==> src/rtl/ram_arbiter_pkg.sv <==
// rtl/ram_arbiter_pkg.sv - shared state encoding, size defaults and requester constants
package ram_arbiter_pkg;

  localparam int DATA_W_DEF = 16;
  localparam int DEPTH_DEF  = 8;

  localparam logic REQ0 = 1'b0;
  localparam logic REQ1 = 1'b1;

  typedef enum logic [1:0] {
    IDLE = 2'd0,
    XFER = 2'd1,
    RESP = 2'd2
  } state_t;

  function automatic logic [1:0] req_onehot(input logic idx);
    return idx ? 2'b10 : 2'b01;
  endfunction

endpackage

==> src/rtl/ram_arbiter_if.sv <==
// rtl/ram_arbiter_if.sv - two-requester RAM access bus; requesters are master, arbiter is slave
interface ram_arbiter_if
  import ram_arbiter_pkg::*;
#(
  parameter int DATA_W = DATA_W_DEF,
  parameter int ADDR_W = $clog2(DEPTH_DEF)
);

  logic [1:0]        req;
  logic [1:0]        we;
  logic [ADDR_W-1:0] addr0;
  logic [ADDR_W-1:0] addr1;
  logic [DATA_W-1:0] wdata0;
  logic [DATA_W-1:0] wdata1;
  logic [1:0]        gnt;
  logic [1:0]        ack;
  logic [DATA_W-1:0] rdata;

  modport master (
    output req, we, addr0, addr1, wdata0, wdata1,
    input  gnt, ack, rdata
  );

  modport slave (
    input  req, we, addr0, addr1, wdata0, wdata1,
    output gnt, ack, rdata
  );

endinterface

==> src/rtl/ram_core.sv <==
// rtl/ram_core.sv - DEPTH x DATA_W word storage, one load strobe, asynchronous read port
module ram_core
  import ram_arbiter_pkg::*;
#(
  parameter int DATA_W = DATA_W_DEF,
  parameter int DEPTH  = DEPTH_DEF,
  parameter int ADDR_W = $clog2(DEPTH)
) (
  input  logic              clk,
  input  logic              load,
  input  logic [ADDR_W-1:0] addr,
  input  logic [DATA_W-1:0] din,
  output logic [DATA_W-1:0] dout
);

  // Contents are deliberately left unreset; the arbiter alone owns the load strobe.
  logic [DATA_W-1:0] words_q [DEPTH];

  always_ff @(posedge clk) begin
    if (load) begin
      words_q[addr] <= din;
    end
  end

  assign dout = words_q[addr];

endmodule

==> src/rtl/ram_arbiter.sv <==
// rtl/ram_arbiter.sv - two-requester single-port RAM arbiter (IDLE/XFER/RESP, 3 cycles per access)
// Define ARB_ROUND_ROBIN_EN for round-robin tie breaking; otherwise requester 0 always wins ties.
module ram_arbiter
  import ram_arbiter_pkg::*;
#(
  parameter int DATA_W = DATA_W_DEF,
  parameter int DEPTH  = DEPTH_DEF
) (
  input  logic            clk,
  input  logic            rst_n,
  ram_arbiter_if.slave    bus
);

  localparam int ADDR_W = $clog2(DEPTH);

  state_t            state_q, state_d;
  logic              win_q, win_d;
  logic              cap_we_q, cap_we_d;
  logic [ADDR_W-1:0] cap_addr_q, cap_addr_d;
  logic [DATA_W-1:0] cap_wdata_q, cap_wdata_d;
  logic [1:0]        gnt_q, gnt_d;
  logic [1:0]        ack_q, ack_d;
  logic [DATA_W-1:0] rdata_q, rdata_d;
  logic              pick;
  logic              ram_load;
  logic [DATA_W-1:0] ram_dout;

`ifdef ARB_ROUND_ROBIN_EN
  // prio_q names the requester that wins the next tie.
  logic prio_q, prio_d;

  always_ff @(posedge clk or negedge rst_n) begin
    if (!rst_n) begin
      prio_q <= REQ0;
    end else begin
      prio_q <= prio_d;
    end
  end

  always_comb begin
    pick = (bus.req == 2'b11) ? prio_q : bus.req[1];
  end
`else
  always_comb begin
    pick = bus.req[0] ? REQ0 : REQ1;
  end
`endif

  always_comb begin
    state_d     = state_q;
    win_d       = win_q;
    cap_we_d    = cap_we_q;
    cap_addr_d  = cap_addr_q;
    cap_wdata_d = cap_wdata_q;
    gnt_d       = gnt_q;
    ack_d       = 2'b00;
    rdata_d     = rdata_q;
    ram_load    = 1'b0;
`ifdef ARB_ROUND_ROBIN_EN
    prio_d      = prio_q;
`endif
    case (state_q)
      IDLE: begin
        gnt_d = 2'b00;
        if (bus.req != 2'b00) begin
          win_d       = pick;
          cap_we_d    = bus.we[pick];
          cap_addr_d  = pick ? bus.addr1 : bus.addr0;
          cap_wdata_d = pick ? bus.wdata1 : bus.wdata0;
          gnt_d       = req_onehot(pick);
          state_d     = XFER;
`ifdef ARB_ROUND_ROBIN_EN
          prio_d      = ~pick;
`endif
        end
      end
      XFER: begin
        // Only the captured request is used from here on; live bus inputs are ignored.
        ram_load = cap_we_q;
        if (!cap_we_q) begin
          rdata_d = ram_dout;
        end
        ack_d   = req_onehot(win_q);
        state_d = RESP;
      end
      RESP: begin
        gnt_d   = 2'b00;
        state_d = IDLE;
      end
      default: begin
        gnt_d   = 2'b00;
        state_d = IDLE;
      end
    endcase
  end

  always_ff @(posedge clk or negedge rst_n) begin
    if (!rst_n) begin
      state_q     <= IDLE;
      win_q       <= REQ0;
      cap_we_q    <= 1'b0;
      cap_addr_q  <= '0;
      cap_wdata_q <= '0;
      gnt_q       <= 2'b00;
      ack_q       <= 2'b00;
      rdata_q     <= '0;
    end else begin
      state_q     <= state_d;
      win_q       <= win_d;
      cap_we_q    <= cap_we_d;
      cap_addr_q  <= cap_addr_d;
      cap_wdata_q <= cap_wdata_d;
      gnt_q       <= gnt_d;
      ack_q       <= ack_d;
      rdata_q     <= rdata_d;
    end
  end

  ram_core #(
    .DATA_W (DATA_W),
    .DEPTH  (DEPTH),
    .ADDR_W (ADDR_W)
  ) u_core (
    .clk  (clk),
    .load (ram_load),
    .addr (cap_addr_q),
    .din  (cap_wdata_q),
    .dout (ram_dout)
  );

  assign bus.gnt   = gnt_q;
  assign bus.ack   = ack_q;
  assign bus.rdata = rdata_q;

endmodule

==> src/flat_wrapper.sv <==
// flat-port wrapper written by rule: the top's interface ports become plain ports
module ram_arbiter_flat import ram_arbiter_pkg::*;
#(
  parameter int DATA_W = DATA_W_DEF,
  parameter int DEPTH  = DEPTH_DEF
)
  (clk, rst_n, bus_req, bus_we, bus_addr0, bus_addr1, bus_wdata0, bus_wdata1, bus_gnt, bus_ack, bus_rdata);
  ram_arbiter_if #(.DATA_W(DATA_W), .ADDR_W(3)) bus_i ();
  input  logic clk;
  input  logic rst_n;
  input wire logic [$bits(bus_i.req)-1:0] bus_req;
  input wire logic [$bits(bus_i.we)-1:0] bus_we;
  input wire logic [$bits(bus_i.addr0)-1:0] bus_addr0;
  input wire logic [$bits(bus_i.addr1)-1:0] bus_addr1;
  input wire logic [$bits(bus_i.wdata0)-1:0] bus_wdata0;
  input wire logic [$bits(bus_i.wdata1)-1:0] bus_wdata1;
  output wire logic [$bits(bus_i.gnt)-1:0] bus_gnt;
  output wire logic [$bits(bus_i.ack)-1:0] bus_ack;
  output wire logic [$bits(bus_i.rdata)-1:0] bus_rdata;
  assign bus_i.req = bus_req;
  assign bus_i.we = bus_we;
  assign bus_i.addr0 = bus_addr0;
  assign bus_i.addr1 = bus_addr1;
  assign bus_i.wdata0 = bus_wdata0;
  assign bus_i.wdata1 = bus_wdata1;
  assign bus_gnt = bus_i.gnt;
  assign bus_ack = bus_i.ack;
  assign bus_rdata = bus_i.rdata;
  ram_arbiter #(.DATA_W(DATA_W), .DEPTH(DEPTH)) u_core (.clk(clk), .rst_n(rst_n), .bus(bus_i));
endmodule
==> config.mk <==
export PLATFORM = sky130hd
export DESIGN_NAME = ram_arbiter_flat
export DESIGN_NICKNAME = d
export VERILOG_FILES = /design/src/rtl/ram_arbiter_pkg.sv /design/src/rtl/ram_arbiter_if.sv /design/src/rtl/ram_core.sv /design/src/rtl/ram_arbiter.sv /design/src/flat_wrapper.sv
export SDC_FILE = /design/constraint.sdc
export NUM_CORES = 1
export LEC_CHECK = 0
export BUFFER_PORTS_ARGS = -buffer_cell sky130_fd_sc_hd__buf_2
export CAP_MARGIN = 20
export CORE_UTILIZATION = 50
export DETAILED_ROUTE_END_ITERATION = 16
export HOLD_SLACK_MARGIN = 0.05
export PLACE_DENSITY = 0.7
export SETUP_SLACK_MARGIN = 0.4
export SYNTH_ARGS = -nofsm -noshare
export SYNTH_HDL_FRONTEND = slang
export SYNTH_SLANG_ARGS = --single-unit
==> constraint.sdc <==
create_clock -name clk -period 4.2 [get_ports clk]
set_input_delay 0 -clock clk [delete_from_list [all_inputs] [get_ports clk]]
set_output_delay 0 -clock clk [all_outputs]
set_load 0.1 [all_outputs]
Yosys cells after proc, flatten, opt, wreduce, memory -nomap -nowiden. Memories as Yosys holds them, arrays and structs flattened. A register that Yosys moved wholly into a read port is not among the register bits. Cells that the tools add are included.

Word-level logic and storage cells: 32. RAM bits: 128. Flip-flop bits (word level): 27. Output and inout port bits: 20. Memories: 1.

Bitwise logic cells: 1. $lt $le $gt $ge: 1. Mux-type cells: 15. Reductions and logical operators: 5. Equality and inequality tests: 2.

Memories: u_core.u_core.words_q (depth 8, width 16, rd ports 1, clocked after memory_dff 1, wr ports 1, RTL line ram_core.sv:17) `logic [DATA_W-1:0] words_q [DEPTH];`.

Operators with widths (count): $mux W16 (1); $mux W2 (5); $pmux W2 S2 (2); $mux W1 (6); $reduce_and A2 Y1 (2); $mux W3 (1); $eq A2 B1 Y1 const B (1); $logic_not A2 Y1 (1); $lt A1 B2 Y1 const B (1); $ne A2 B2 Y1 const B (1); $reduce_bool A2 Y1 (1); $logic_not A1 Y1 (1); $not A1 Y1 (1).

Logic depth before layout (Yosys ltp). Gate-level depths: netlist (run 1).

Depth after elaboration: 4. Mapped depth: 6.

Modules after synthesis. From an unflattened synthesis (run 1), not the netlist that was laid out.

Cells, all modules: 341. Area, all modules: 6993.0 um^2.

Modules (own cells, without submodules): ram_core (cells an instance 222, times used 1, area each 4972.3 um^2); ram_arbiter (cells an instance 119, times used 1, area each 2020.7 um^2).

Worst setup path after synthesis (run 1). No wires, ideal clock.

Path kind: register to register. Start: reg u_core.cap_addr_q[0]. End: mem u_core.u_core.words_q[0][0] (netlist bit), enable pin. Arrival: 1.702 ns. Library setup time: 0.389 ns. Required time: 3.811 ns. Setup slack: 2.110 ns. Stages on the path, launching flop included: 6. Cell sequence: dfrtp_1 buf_4 buf_8 buf_8 nand3b_1 nor2_1.

RTL lines: start: declaration (RTL line ram_arbiter.sv:19) `logic [ADDR_W-1:0] cap_addr_q, cap_addr_d;`; start signal: assignment (RTL line ram_arbiter.sv:111) `cap_addr_q <= cap_addr_d;`; end: declaration (RTL line ram_core.sv:17).

Straight into the memory's write port.

Worst setup path after layout (run 1).
Start: reg u_core.state_q[0]. End: mem u_core.u_core.words_q[5][5] (netlist bit), enable pin.

Cells in the longest elaborated chain, start to end: 4.

Ends and longest elaborated chain: start: declaration (RTL line ram_arbiter.sv:16) `state_t state_q, state_d;`; start signal: assignment (RTL line ram_arbiter.sv:108) `state_q <= state_d;`; $eq A2 B1 Y1 (RTL line ram_arbiter.sv:62) `case (state_q)`; $mux W1 (RTL line ram_arbiter.sv:62); $mux W1 (RTL line ram_core.sv:20) `if (load) begin`; $mux W1 (not written as such) (RTL line ram_core.sv:21) `words_q[addr] <= din;`.

No other way between the ends.

==> summary.md, run 1 <==
| Metric | Value |
|---|---|
| Status | `completed` |
| Setup WS pre-CTS | `1.92 ns` |
| Max-Cap Viols | `0` |
| DRC | `0` |
| WS Path Type | `reg -> reg` |
| CTS tree | `done` |
| Largest net degree at the start of global routing | `50` |
| Slowest stage delay, CP | `~0.53 ns` |
| PortBufs | `63` |
| DR WL/cell | `20.1 µm` |
| Routability cong. | `between 0.7 and 0.8` |
| CTS H-tree depth | `4` |
| Syn Nets | `433` |
| Postcts setup bufs | `0` |
| R2R depth | `4` |
| Detail Route Antenna Nets | `0` |
| Max_slew headroom | `0.381` |
| Fraction of layout cells with a size suffix above 1 | `0.225` |
| Total wire length | `13900 µm` |
| Levels on crit path | `4` |
| Root buf cell | `clkbuf_16` |
| Power Density | `781 mW/mm²` |
| Final worst path period share | `0.537` |
| Slew @ Worst Pin | `approximately 0.93 ns` |
| Worst endpoint data arrival time | `about 2.4 ns` |
| Tot GR Track Use | `0.214` |
| Setup violations, final | `0` |
| Final worst setup slack | `1.95 ns` |
| CTS Buf Count | `17` |
| Startpoint Class | `register` |
| Mapped Area | `0.00680 mm²` |
| Avg Synthesized Cell Area | `17.5 µm²` |
| CORE AREA | `0.0132 mm²` |
| CP Max Fanout | `10` |
| Min Tclk post-route | `2.25 ns` |
| Commonest non-fill, non-tap cell in the layout | `edfxtp_1` |
| Crit path capture type | `register` |
| Die W | `around 120 µm` |
| Fmax | `between 0.4 and 0.5 GHz` |
| Die height | `119 µm` |
| Worst hold margin | `0.133 ns` |
| Die footprint | `0.0141 mm²` |
| Worst Path Required | `4.33 ns` |
| Ant. Diodes | `0` |
| Nets | `between 500 and 600` |
| Initial antenna violation count | `0` |
| Via Count | `3768` |
| Vias in the first global route | `3929` |
| Most frequent cells in the layout | `128 x edfxtp_1, 65 x mux2i_1, 63 x buf_2` |
| Hold crit path type | `in -> reg` |
| Max clock buf depth | `2` |
| Starting Density | `0.514` |
| Vias/cell | `5.45` |
| Peak VDD IR | `491 µV` |
| Post-synth cell types | `26` |
| Seq/Total Area, Yosys | `0.723` |
| Leak Pwr | `3.15 nW` |
| Ys Warns | `0` |
| Hold path depth | `2` |
| GRT overflow | `0` |
| Synthesized netlist cell count | `389` |
| FF-to-FF setup slack | `1.95 ns` |
| Hpwl dp | `roughly 8000 µm` |
| Clock-pin slew on the worst setup and hold paths | `0.06 ns` |
| CTS sink cnt | `171` |
| RSZ-0062 raised after global routing | `false` |
| Slowest cell on the critical path | `nor2_1` |
| 1st-iter DRT viols | `about 340` |
| Clock latency on the worst-skew pair | `0.43 ns` |
| Final Hold Fails | `0` |
| Top Ports | `64` |
| Setup TNS | `0 ns` |
| Worst Skew | `0.0105 ns` |
| Crit path buf inv count | `1` |
| First-pass GRT wire length | `21800 µm` |
| # rows | `42` |
| Synthesized flop and latch total | `171` |
| CP cell instances | `nor2b_1 -> nand3_1 -> nor2_1 -> buf_4` |
| First-pass detailed-route iteration total | `4` |
| Crit path max-delay family | `simple AND/OR/NAND/NOR gates` |
| Area Overhead vs Synth | `22.4%` |
| Slew Limit Fails | `0` |
## power by group
group          switching (W)  internal (W)  leakage, nW
clock               0.000640       0.00106        0.303
sequential          0.000376       0.00233         1.65
combinational        0.00143      0.000674         1.19
total                0.00244       0.00406         3.15
## final timing paths
check,endpoint,start
max,u_core.u_core.words_q[5][5],u_core.state_q[0]
min,u_core.win_q,bus_req[0]
max reg2reg,u_core.u_core.words_q[5][5],u_core.state_q[0]
min reg2reg,u_core.bus.ack[0],u_core.win_q
max in group asynchronous,u_core.cap_addr_q[0],rst_n
min in group asynchronous,u_core.cap_wdata_q[3],rst_n
## timing repair
action / 4_1_cts / 5_1_grt
hold endpoints to repair: 65 / 0
hold buffers: 42 / 0
gates resized for setup: 0 / 0
## per-layer routing
layer | vias up | global-route usage | wire (µm)
met5 | - | 0 | 0
met1 | 1908 | 0.295 | 6390
met4 | 0 | 0.0902 | 261
li1 | 1732 | - | -
met3 | 23 | 0.0410 | 634
met2 | 105 | 0.336 | 6630
## worst register-to-register path, cell delays in order, from the launching register on
cell and delay [ns]:
dfrtp_1 0.43, nor2b_1 0.41, nand3_1 0.28, nor2_1 0.53
buf_4 0.31
## stage by stage
stage | power (W) | cell area [µm²] | utilization | cells
finish | 0.00650 | 8320 | 0.628 | 691
global route | 0.00674 | 8320 | 0.628 | 691
CTS | 0.00649 | 8300 | 0.626 | 690
detailed placement | 0.00476 | 7230 | 0.546 | 616
global placement | 0.00472 | 7230 | 0.546 | 616
floorplan | 0.00432 | 6800 | - | 389
## cells in the mapped netlist, drive strengths merged
library cell	instances	area share
a21oi	2	0.0015
a22oi	1	0.0011
a31oi	16	0.015
and2	1	0.00092
buf	19	0.026
clkbuf	4	0.0033
dfrtp	43	0.16
edfxtp	128	0.57
mux2	40	0.066
mux2i	65	0.096
nand2	1	0.00055
nand2b	2	0.0018
nand3	1	0.00074
nand3b	1	0.0011
nor2	28	0.015
nor2b	2	0.0018
nor3b	1	0.0018
o21a	1	0.0011
o22a	32	0.041
or2	1	0.00092
## state kept, by name, indices dropped and copies added (netlist names)
register / count
u_core.cap_we_q: 1
u_core.win_q: 1
u_core.bus.gnt: 2
u_core.bus.rdata: 16
u_core.u_core.words_q: 128
u_core.cap_wdata_q: 16
u_core.cap_addr_q: 3
u_core.state_q: 2
u_core.bus.ack: 2
## cells by family (layout without fill, tap and decap cells)
| kind of cell | Yosys count | count (layout) | share of synthesized area |
|---|---|---|---|
| AO/OA/AOI/OAI | 52 | 52 | 0.0596 |
| buffers and inverters | 23 | 149 | 0.0298 |
| flip-flops | 171 | 171 | 0.723 |
| multiplexers | 105 | 105 | 0.162 |
| AND/OR/NAND/NOR | 38 | 38 | 0.0252 |
## layout make-up
class,count,area (µm²)
timing repair buffer,117,846
clock inverter,14,220
clock buffer,18,429
tap,176,220
multi-input combinational,195,1680
sequential,171,4920
fill,983,4920
(Power assumes the default switching activity.)
==> run 2: changes to the inputs <==
--- a/config.mk
+++ b/config.mk
@@ -5,6 +5,7 @@
 export SDC_FILE = /design/constraint.sdc
 export NUM_CORES = 1
 export LEC_CHECK = 0
+export ABC_AREA = 1
 export BUFFER_PORTS_ARGS = -buffer_cell sky130_fd_sc_hd__buf_2
 export CAP_MARGIN = 20
 export CORE_UTILIZATION = 50
==> constraint.sdc (replaced) <==
create_clock -name clk -period 2.3 [get_ports clk]
set_input_delay 0 -clock clk [delete_from_list [all_inputs] [get_ports clk]]
set_output_delay 0 -clock clk [all_outputs]
set_load 0.1 [all_outputs]
==> run 2 against run 1 <==
The run now ends with DRC left. Combinational power increased by 110%. Flip-flop and latch count unchanged. Register-to-register slack got worse by 1.4 ns. Core utilization decreased by 0.20 points. Hold slack got worse by 0.064 ns. Sequential power increased by 84%. Synthesized cell count increased by 84%. Cell count increased by 51%. Non-clock buffer count increased by 26. Largest power group unchanged.
==> summary.md, run 2 <==
| Metric | Value |
|---|---|
| Setup WS pre-CTS | `0.522 ns (was 1.92 ns)` |
| CP cell instances | `inv_4 -> nor2_8 -> inv_1 -> nor2_1 -> buf_4 (was nor2b_1 -> nand3_1 -> nor2_1 -> buf_4)` |
| Hold crit path type | `in -> reg (unchanged)` |
| FFs w/ async S/R, synth | `0.251 (unchanged)` |
| WS Path Type | `reg -> reg (unchanged)` |
| Leak Pwr | `4.00 nW (was 3.15 nW)` |
| Power Total | `0.0121 W (was 0.00650 W)` |
| Worst endpoint data arrival time | `1.92 ns (was 2.39 ns)` |
| Worst Path Required | `2.43 ns (was 4.33 ns)` |
| Starting Density | `0.516 (was 0.514)` |
| Area Overhead vs Synth | `21.5% (was 22.4%)` |
| Ranking of synthesized cells by area | `edfxtp_1 51%, dfrtp_1 14%, nand2_1 8.4% (was edfxtp_1 57%, dfrtp_1 16%, mux2i_1 9.6%)` |
| Clock-pin slew on the worst setup and hold paths | `0.06 ns (about the same)` |
| First-pass detailed-route iteration total | `11 (was 4)` |
| Synth top area share | `0.509 (was 0.565)` |
| Root buf cell | `clkbuf_16 (unchanged)` |
| DP Area | `0.00803 mm² (was 0.00723 mm²)` |
| Crit path buf inv count | `3 (was 1)` |
| Max_slew headroom | `0.539 (was 0.381)` |
| Detail Route Antenna Nets | `0 (unchanged)` |
| Synthesized flop and latch total | `171 (unchanged)` |
| Post-synth cell types | `28 (was 26)` |
| Hpwl dp | `10500 µm (was 8040 µm)` |
| Top-count cell post-synth | `nand2_1 (was edfxtp_1)` |
| Slew Limit Fails | `0 (unchanged)` |
| Avg Synthesized Cell Area | `10.6 µm² (was 17.5 µm²)` |
| First-pass GRT wire length | `26500 µm (was 21800 µm)` |
| Power Density | `1320 mW/mm² (was 781 mW/mm²)` |
| Synthesized netlist cell count | `715 (was 389)` |
| Mapped Area | `0.00755 mm² (was 0.00680 mm²)` |
| CTS sink cnt | `171 (unchanged)` |
| Top cells by count, synth | `168 x nand2_1, 129 x inv_1, 128 x edfxtp_1, 77 x nor2_1, 63 x nand3_1 (was 128 x edfxtp_1, 65 x mux2i_1, 43 x dfrtp_1, 32 x mux2_1, 32 x o22a_1)` |
| Clock latency on the worst-skew pair | `0.42 ns (was 0.43 ns)` |
| Min Tclk post-route | `1.79 ns (was 2.25 ns)` |
| Seq/Total Area, Yosys | `0.652 (was 0.723)` |
| Cell taking the most area after synthesis | `edfxtp_1 (unchanged)` |
| DRC | `4 (was 0)` |
| Final Hold Fails | `0 (unchanged)` |
| Setup violations, final | `0 (unchanged)` |
| Worst Skew | `0.00667 ns (was 0.0105 ns)` |
| 1st-iter DRT viols | `386 (was 339)` |
| CTS tree | `done (unchanged)` |
| Slew @ Worst Pin | `0.691 ns (was 0.929 ns)` |
| Fraction of layout cells with a size suffix above 1 | `0.201 (was 0.225)` |
| Initial antenna violation count | `0 (unchanged)` |
| DR WL/cell | `15.8 µm (was 20.1 µm)` |
| RSZ-0062 raised after global routing | `false (unchanged)` |
| Sequential Area | `0.00492 mm² (about the same)` |
| Startpoint Class | `register (unchanged)` |
| Total wire length | `16500 µm (was 13900 µm)` |
| PortBufs | `63 (unchanged)` |
| Tot GR Track Use | `0.226 (was 0.214)` |
| Ant. Diodes | `0 (unchanged)` |
| Nets | `891 (was 546)` |
| Final worst setup slack | `0.510 ns (was 1.95 ns)` |
| CTS Buf Count | `17 (unchanged)` |
| Slowest cell on the critical path | `dfrtp_1 (was nor2_1)` |
| Post-synth EDFFs | `128 (unchanged)` |
| Commonest non-fill, non-tap cell in the layout | `nand2_1 (was edfxtp_1)` |
| CP Max Fanout | `17 (was 10)` |
| Peak VDD IR | `789 µV (was 491 µV)` |
| Ys Warns | `0 (unchanged)` |
| Max clock buf depth | `2 (unchanged)` |
| Die footprint | `0.0156 mm² (was 0.0141 mm²)` |
| Die W | `125 µm (was 119 µm)` |
| Vias in the first global route | `5179 (was 3929)` |
| Most frequent cells in the layout | `168 x nand2_1, 129 x inv_1, 128 x edfxtp_1 (was 128 x edfxtp_1, 65 x mux2i_1, 63 x buf_2)` |
| Setup TNS | `0 ns (unchanged)` |
| Multi-input logic area | `0.00186 mm² (was 0.00168 mm²)` |
| Largest net degree at the start of global routing | `77 (was 50)` |
| Largest register by flop count | `u_core.u_core.words_q (unchanged)` |
| CTS H-tree depth | `4 (unchanged)` |
| Fmax | `0.559 GHz (was 0.444 GHz)` |
| Fin area | `0.00918 mm² (was 0.00832 mm²)` |
| Top Ports | `64 (unchanged)` |
| Via Count | `5081 (was 3768)` |
| GRT overflow | `0 (unchanged)` |
| Final worst path period share | `0.778 (was 0.537)` |
| Crit path max-delay family | `flip-flops (was simple AND/OR/NAND/NOR gates)` |
| CORE AREA | `0.0146 mm² (was 0.0132 mm²)` |
| Status | `complete, but fails checks (was completed)` |
| Vias/cell | `4.87 (was 5.45)` |
| Failing checks | `DRC` |
| Syn Nets | `759 (was 433)` |
| Crit path capture type | `register (unchanged)` |
| # rows | `44 (was 42)` |
| Max reg flops | `128 (unchanged)` |
| Die height | `125 µm (was 119 µm)` |
| Total of fill cells in the finished design | `1171 (was 983)` |
| Post-CTS sizing | `0 (unchanged)` |
| Max-Cap Viols | `0 (unchanged)` |
| Post-layout util | `0.627 (was 0.628)` |
| Slowest stage delay, CP | `0.66 ns (was 0.53 ns)` |
| Prevailing post-synth register cell | `edfxtp_1 (unchanged)` |
| Routability cong. | `0.815 (was 0.765)` |
[run 2: changes by cell type in the layout (fill, tap and decap cells not counted), sizes merged, moves of 12 or more]
cell | previous run | this run
nand2 | 1 | 170
inv | 1 | 135
nand3 | 1 | 69
mux2i | 65 | 0
nor2 | 28 | 86
mux2 | 40 | 0
o22a | 32 | 0
or2 | 1 | 22
dlygate4sd3 | 42 | 56
o21ai | 0 | 13
buf | 75 | 87
[run 2: final timing paths]
check / startpoint / end / slack, ns / cells past startpoint
max: u_core.cap_addr_q[1] / u_core.u_core.words_q[2][1] / 0.51 / 5
max reg2reg: u_core.cap_addr_q[1] / u_core.u_core.words_q[2][1] / 0.51 / 5
min in group asynchronous: rst_n / u_core.bus.ack[1] / 0.15 / 2
max in group asynchronous: rst_n / u_core.bus.rdata[6] / 1.47 / 3
min reg2reg: u_core.win_q / u_core.bus.ack[0] / 0.45 / 1
min: bus_req[0] / u_core.cap_wdata_q[1] / 0.07 / 3
[run 2: through the flow]
| step | cells | hold slack (ns) |
|---|---|---|
| floorplan | 715 | -0.296 |
| global placement | 954 | 0.0800 |
| detailed placement | 954 | 0.0944 |
| CTS | 1042 | 0.0527 |
| global route | 1044 | 0.0751 |
| finish | 1044 | 0.0685 |
[run 2: where the power goes]
part	total [W]	switching, W	leakage (nW)	internal, W
clock network	0.00273	0.00114	0.264	0.00159
registers	0.00496	0.000711	1.64	0.00425
logic	0.00445	0.00316	2.10	0.00129
[run 2: final cells by class]
| type | instances | area share |
|---|---|---|
| clock buffer | 20 | 0.0476 |
| clock inverter | 12 | 0.0135 |
| inverter | 134 | 0.0556 |
| multi-input combinational | 380 | 0.203 |
| sequential | 171 | 0.536 |
| tap | 184 | 0.0251 |
| timing repair buffer | 143 | 0.119 |
[run 2: what timing repair did]
item,CTS,global route
hold buffers,56,0
buffers inserted,0,2
hold endpoints to repair,50,0
endpoints found under the setup margin,0,5
[run 2: routing by layer]
layer | routed length [µm] | vias up | track usage | part of all wire
met5 | 0 | - | 0 | 0
met4 | 392 | 0 | 0.0846 | 0.024
met3 | 887 | 26 | 0.0490 | 0.054
met2 | 8180 | 171 | 0.387 | 0.49
met1 | 7080 | 2354 | 0.283 | 0.43
li1 | - | 2530 | - | -
[run 2: kinds of logic (layout without fill, tap and decap cells)]
kind of cell | after synthesis | after routing | share of synthesized area
AO/OA/AOI/OAI | 33 | 33 | 0.0393
buffers and inverters | 164 | 309 | 0.103
flip-flops | 171 | 171 | 0.652
AND/OR/NAND/NOR | 347 | 347 | 0.206
[run 2: worst register-to-register path: cells and delay by family, from the launching register on]
family / cells / cell delay (ns)
AND/OR/NAND/NOR: 2 / 0.43
buffers and inverters: 3 / 0.41
flip-flops: 1 / 0.66
